$ cat config.mk
export PLATFORM = sky130hd
export DESIGN_NAME = lms_tap_engine
export DESIGN_NICKNAME = d
export VERILOG_FILES = /design/src/rtl/lms_pkg.sv /design/src/rtl/lms_mac_lane.sv /design/src/rtl/lms_tap_engine.sv
export SDC_FILE = /design/constraint.sdc
export NUM_CORES = 2
export LEC_CHECK = 0
export CAP_MARGIN = 20
export CORE_MARGIN = 10
export CORE_UTILIZATION = 50
export CTS_CLUSTER_DIAMETER = 50
export DETAILED_ROUTE_END_ITERATION = 10
export PLACE_DENSITY = 0.68
export SLEW_MARGIN = 0
export SYNTH_ARGS = -nofsm -noshare
export SYNTH_HDL_FRONTEND = slang
export SYNTH_HIERARCHICAL = 1
export SYNTH_SLANG_ARGS = --single-unit
$ cat constraint.sdc
create_clock -name clk -period 23.1 [get_ports clk]
set_input_delay 2.31 -clock clk [delete_from_list [all_inputs] [get_ports clk]]
set_output_delay 2.31 -clock clk [all_outputs]
set_load 0.02 [all_outputs]
$ cat src/rtl/lms_pkg.sv
// lms_pkg: shared FSM state codes, width derivation helpers and signed saturation
package lms_pkg;
  localparam logic [2:0] ST_IDLE   = 3'd0;
  localparam logic [2:0] ST_FILT   = 3'd1;
  localparam logic [2:0] ST_DRAIN  = 3'd2;
  localparam logic [2:0] ST_ERR    = 3'd3;
  localparam logic [2:0] ST_UPD    = 3'd4;
  localparam logic [2:0] ST_UDRAIN = 3'd5;
  localparam logic [2:0] ST_DONE   = 3'd6;
  function automatic int aw(input int taps);
    return $clog2(taps);
  endfunction
  function automatic int accw(input int xw, input int ww, input int taps);
    return xw + ww + aw(taps);
  endfunction
  function automatic int ew(input int xw, input int taps);
    return 2 * xw + aw(taps);
  endfunction
  function automatic logic signed [63:0] sat(input logic signed [63:0] v, input int n);
    logic signed [63:0] hi;
    hi = (64'sd1 <<< (n - 1)) - 64'sd1;
    return v > hi ? hi : v < -hi - 64'sd1 ? -hi - 64'sd1 : v;
  endfunction
endpackage

$ cat src/rtl/lms_mac_lane.sv
// lms_mac_lane: registered w*x and x*x products feeding dot-product and energy accumulators
module lms_mac_lane #(
  parameter int XW = 14,
  parameter int WW = 16,
  parameter int ACCW = 35,
  parameter int EW = 33
) (
  input  logic            clk,
  input  logic            rstn,
  input  logic            clr,
  input  logic            en,
  input  logic [XW-1:0]   x,
  input  logic [WW-1:0]   w,
  output logic [ACCW-1:0] acc,
  output logic [EW-1:0]   energy
);
  logic signed [XW+WW-1:0] p;
  logic [2*XW-1:0] s;
  logic pv;
  always_ff @(posedge clk) begin
    if (!rstn || clr) begin
      p <= '0;
      s <= '0;
      pv <= 1'b0;
      acc <= '0;
      energy <= '0;
    end else begin
      pv <= en;
      p <= $signed(x) * $signed(w);
      s <= $signed(x) * $signed(x);
      if (pv) begin
        acc <= acc + ACCW'(p);
        energy <= energy + EW'(s);
      end
    end
  end
endmodule

$ cat src/rtl/lms_tap_engine.sv
// lms_tap_engine: serial adaptive-FIR run with optional LMS weight-update pass
module lms_tap_engine import lms_pkg::*; #(
  parameter int TAPS = 32,
  parameter int XW = 14,
  parameter int WW = 16,
  parameter int SHIFT = 15,
  parameter int MU_SHIFT = 10,
  parameter int UPDATE_EN = 1,
  localparam int AW = aw(TAPS),
  localparam int ACCW = accw(XW, WW, TAPS),
  localparam int EW = ew(XW, TAPS)
) (
  input  logic          clk,
  input  logic          rstn,
  input  logic          start,
  input  logic          update,
  input  logic [XW-1:0] desired,
  output logic          rd_en,
  output logic [AW-1:0] rd_addr,
  input  logic [XW-1:0] x_rd,
  input  logic [WW-1:0] w_rd,
  output logic          wr_en,
  output logic [AW-1:0] wr_addr,
  output logic [WW-1:0] w_wr,
  output logic          busy,
  output logic          done,
  output logic [XW-1:0] y,
  output logic [XW-1:0] e,
  output logic [EW-1:0] energy,
  output logic          y_sat,
  output logic          e_sat
);
  localparam logic [AW-1:0] LAST = AW'(TAPS - 1);
  logic [2:0] state;
  logic [AW-1:0] cnt, a_q;
  logic upd, rd_q, up_q;
  logic [XW-1:0] des;
  logic [ACCW-1:0] acc;
  logic signed [ACCW-1:0] acc_sh;
  logic signed [XW:0] diff;
  logic signed [2*XW-1:0] ex, dlt;
  logic signed [63:0] y_full, e_full, wsum;
  lms_mac_lane #(.XW(XW), .WW(WW), .ACCW(ACCW), .EW(EW)) mac (
    .clk(clk), .rstn(rstn), .clr(state == ST_IDLE && start), .en(rd_q && !up_q),
    .x(x_rd), .w(w_rd), .acc(acc), .energy(energy)
  );
  assign rd_en = state == ST_FILT || state == ST_UPD;
  assign rd_addr = cnt;
  assign busy = state != ST_IDLE;
  assign done = state == ST_DONE;
  always_comb begin
    acc_sh = $signed(acc) >>> SHIFT;
    y_full = sat(64'(acc_sh), XW);
    diff = $signed({des[XW-1], des}) - $signed({y[XW-1], y});
    e_full = sat(64'(diff), XW);
    ex = $signed(e) * $signed(x_rd);
    dlt = ex >>> MU_SHIFT;
    wsum = 64'($signed(w_rd)) + 64'(dlt);
  end
  // rd_q/up_q/a_q track the read issued last cycle, whose data is on x_rd/w_rd now
  always_ff @(posedge clk) begin
    if (!rstn) begin
      state <= ST_IDLE;
      cnt <= '0;
      upd <= 1'b0;
      des <= '0;
      rd_q <= 1'b0;
      up_q <= 1'b0;
      a_q <= '0;
      wr_en <= 1'b0;
      wr_addr <= '0;
      w_wr <= '0;
      y <= '0;
      e <= '0;
      y_sat <= 1'b0;
      e_sat <= 1'b0;
    end else begin
      rd_q <= rd_en;
      up_q <= state == ST_UPD;
      a_q <= cnt;
      wr_en <= rd_q && up_q;
      if (rd_q && up_q) begin
        wr_addr <= a_q;
        w_wr <= WW'(sat(wsum, WW));
      end
      case (state)
        ST_IDLE: if (start) begin
          state <= ST_FILT;
          cnt <= '0;
          des <= desired;
          upd <= update && UPDATE_EN != 0;
        end
        ST_FILT, ST_UPD: begin
          cnt <= cnt == LAST ? '0 : cnt + AW'(1);
          if (cnt == LAST) state <= state == ST_FILT ? ST_DRAIN : ST_UDRAIN;
        end
        ST_DRAIN, ST_UDRAIN: begin
          cnt <= cnt == AW'(1) ? '0 : cnt + AW'(1);
          if (cnt == AW'(1)) state <= state == ST_DRAIN ? ST_ERR : ST_DONE;
        end
        // y settles first so e can be formed from the saturated y
        ST_ERR: if (cnt == '0) begin
          y <= XW'(y_full);
          y_sat <= y_full != 64'(acc_sh);
          cnt <= AW'(1);
        end else begin
          e <= XW'(e_full);
          e_sat <= e_full != 64'(diff);
          cnt <= '0;
          state <= upd ? ST_UPD : ST_DONE;
        end
        default: state <= ST_IDLE;
      endcase
    end
  end
endmodule

==> impl_results.md <==
- Status: completed
- CTS Root Cell: clkbuf_16
- CP Launch Type: primary input
- CTS clock-pin slew for the worst setup and hold paths: 60 ps
- Final Hold Viols: 0
- Initial core utilization: about 50%
- Top_reg_cell synth: dfxtp_1
- Sequential share of the synthesized area: 12.13%
- # clock sinks: 208
- WS Path Type: in -> reg
- Nets@finish: 4909
- HP Class: reg -> reg
- Clock Path Buffers: 3
- WL/cell: 17.51 µm
- CP Max Fanout: 40
- H-tree depth: 1
- Unrepaired setup endpoints after global routing: no
- CTS Buf Count: 27
- Placer Congestion: roughly 0.89
- Flop pwr share: 8.8%
- Die X: 282.0 µm
- Cell count after synthesis: 3914
- WHS Path Cells: 2
- Std-Cell Rows: 95
- Critical Path Slowest Stage Cell: or4b_4
- Post-CTS Resized: 0
- Total grt overflow: 0
- Fin worst setup slack: between 10000 and 15000 ps
- Clock power frac: 8.6%
- Leak: 18.63 nW
- Highest clock rate: just over 90 MHz
- Max Cap Viol: 0
- CTS tree: yes
- Port bufs: 140
- WL final: 85120 µm
- Clock Latency Late Sink: 570 ps
- Fin util: 55.28%
- Syn-to-layout area delta: 8.939%
- Mapped Area: around 34000 µm²
- WP buf/inv: 7
- Actual slew at the worst max-slew pin: 953.4 ps
- Setup violations, final: 0
- PwrDens: ~140 nW/µm²
- Async SR Flop Fraction: 0%
- Avg Cell Area, Syn: 8.769 µm²
- Final slew viol count: 0
- Switching Fraction: a little over half
- Post-Place Cell Area: 36400 µm²
- Crit. path cell count: 32
- Vias in the first global route: approximately 27000
- CP arrival: about 11000 ps
- Antenna violations before repair: 2
- Via count: 25950
- Drt drc: 0
- Dpl hpwl: 67220 µm
- Worst path max stage delay: 580 ps
- Hold Buf Count CTS: 0
- Crit-path leading delay family: adder cells
- Setup TNS: 0 ps
- Max transition margin: between 30% and 40%
- Yosys reg bits: about 210
- EDFF count, synth: 0
- Clk_skew: 30.94 ps
- Setup Buffers After CTS: 0
- Minimum clock period: 10720 ps
- CP Data Required Time: 23530 ps
- Peak supply drop: 0.1716 mV
- Layout cells sized above 1: 3.236%
- Worst setup EP type: register
- First-pass GRT wire length: between 100000 and 150000 µm
- Syn_nets: 4857
- Period utilisation layout: 46.42%
- Post-route ant nets: 0
- IO Pins: 141
- Place WS: 11840 ps
- Net Switching: 2.801 mW
- Core ar.: 67630 µm²
- YS warnings: 6
- Combinational fraction of design power: 82.5%
- GRT Total Usage: 21.94%
- Cell internal pwr: 2.474 mW
- Fin area: 37390 µm²
- DRT Pass-1 Iters: 5
- Worst r2r path cells: 30
- Post-synthesis cell type count: 99
- Vias/cell: approximately 5.3
- DIE AREA: 79520 µm²
- DRT iter0 DRCs: 1652
- Die height: between 200 and 300 µm
- Largest net degree at the start of global routing: 86
logic make-up after synthesis:
kind of cell / Yosys count / share of synthesized area (%)
multiplexers: 37 / 1.086
adder cells (fa/ha/maj): 896 / 45.55
AO/OA/AOI/OAI: 611 / 11.60
AND/OR/NAND/NOR: 1075 / 15.29
XOR/XNOR: 166 / 4.236
flip-flops: 208 / 12.13
buffers and inverters: 921 / 10.11
per-layer routing:
layer	wire length, µm	vias up	share of wire, %	global-route usage, %
met1	38650	12870	45	30.28
li1	-	12400	-	-
met5	0	-	0	0
met3	3662	107	4.3	1.670
met2	40820	572	48	37.08
met4	1992	0	2.3	5.197
tightest hold or removal path, stage by stage, from the launching register on:
cell and delay [ps]:
dfxtp_1 300, nand2_1 40, a21boi_0 60
final cells by class:
cell class,count,area [µm²]
flip-flops and latches,208,4165
clock buffers,34,732.0
diodes,1,2.502
fillers,6154,30250
repair buffers,164,1516
inverters,780,2928
well taps,873,1092
multi-input cells,2785,26700
clock inverters,16,250.2
layout by cell type, fill, tap and decap left out, types with 30 or more instances in the layout:
cell | synthesis | layout
inv_1 | 777 | 777
fa_1 | 589 | 589
nand2_1 | 358 | 358
ha_1 | 306 | 306
and2_1 | 268 | 268
nor2_1 | 243 | 243
dfxtp_1 | 208 | 207
a21oi_1 | 170 | 170
o21ai_0 | 128 | 128
clkdlybuf4s50_1 | 0 | 127
xnor2_1 | 110 | 110
a21o_1 | 67 | 67
xor2_1 | 56 | 56
nand3_1 | 37 | 37
mux2i_1 | 35 | 35
nand2b_1 | 33 | 32
o21a_1 | 30 | 30
power by group through the flow:
stage / registers [mW] / clock network [mW] / logic [mW]
3_5_place_dp: 0.474 / 0 / 4.32
6_report: 0.467 / 0.455 / 4.35
4_1_cts: 0.466 / 0.464 / 4.35
3_3_place_gp: 0.474 / 0 / 4.28
5_1_grt: 0.470 / 0.479 / 4.98
2_1_floorplan: 0.453 / 0 / 3.30
sequential cells by signal, summed over array words and instances, names as in the netlist:
register,count
mac/pv,1
a_q,5
mac/acc,35
upd,1
wr_addr,5
e_sat,1
mac/p,30
state,3
w_wr,16
mac/s,27
y,14
e,14
mac/energy,33
des,14
rd_addr,5
y_sat,1
up_q,1
rd_q,1
wr_en,1
per-stage QoR:
step / hold WS, ps / std cells / total power, mW
finish: 446.9 / 4861 / 5.275
global route: 481.3 / 4861 / 5.930
CTS: 450.0 / 4860 / 5.279
detailed placement: 439.7 / 4810 / 4.794
global placement: 433.7 / 4810 / 4.752
floorplan: 426.4 / 3914 / 3.755
path summary, 6_finish.rpt:
check	from	end	slack (ps)
max	x_rd[1]	w_wr[9]	12380
min	a_q[1]	wr_addr[1]	450
max reg2reg	e[7]	w_wr[9]	13900
min reg2reg	a_q[1]	wr_addr[1]	450
cells in the mapped netlist, types with 7 or more instances:
master / instances / area share, %
a211o_1: 15 / 0.38
a211oi_1: 27 / 0.59
a21boi_0: 24 / 0.52
a21o_1: 67 / 1.5
a21oi_1: 170 / 2.5
a31o_2: 7 / 0.18
a31oi_1: 18 / 0.33
and2_1: 268 / 4.9
and3_1: 14 / 0.26
buf_1: 14 / 0.15
clkbuf_1: 122 / 1.3
dfxtp_1: 208 / 12
fa_1: 589 / 34
ha_1: 306 / 11
inv_1: 777 / 8.5
mux2i_1: 35 / 1.0
nand2_1: 358 / 3.9
nand2b_1: 33 / 0.60
nand3_1: 37 / 0.54
nand4_1: 18 / 0.33
nor2_1: 243 / 2.7
nor2b_1: 19 / 0.35
nor3_1: 26 / 0.38
o211ai_1: 10 / 0.22
o21a_1: 30 / 0.66
o21ai_0: 128 / 1.9
o21ai_1: 8 / 0.12
o21bai_1: 19 / 0.42
o31ai_1: 14 / 0.31
or2_2: 7 / 0.13
or3_1: 8 / 0.15
xnor2_1: 110 / 2.8
xor2_1: 56 / 1.4
No activity file was read; power rests on OpenSTA's default activity.
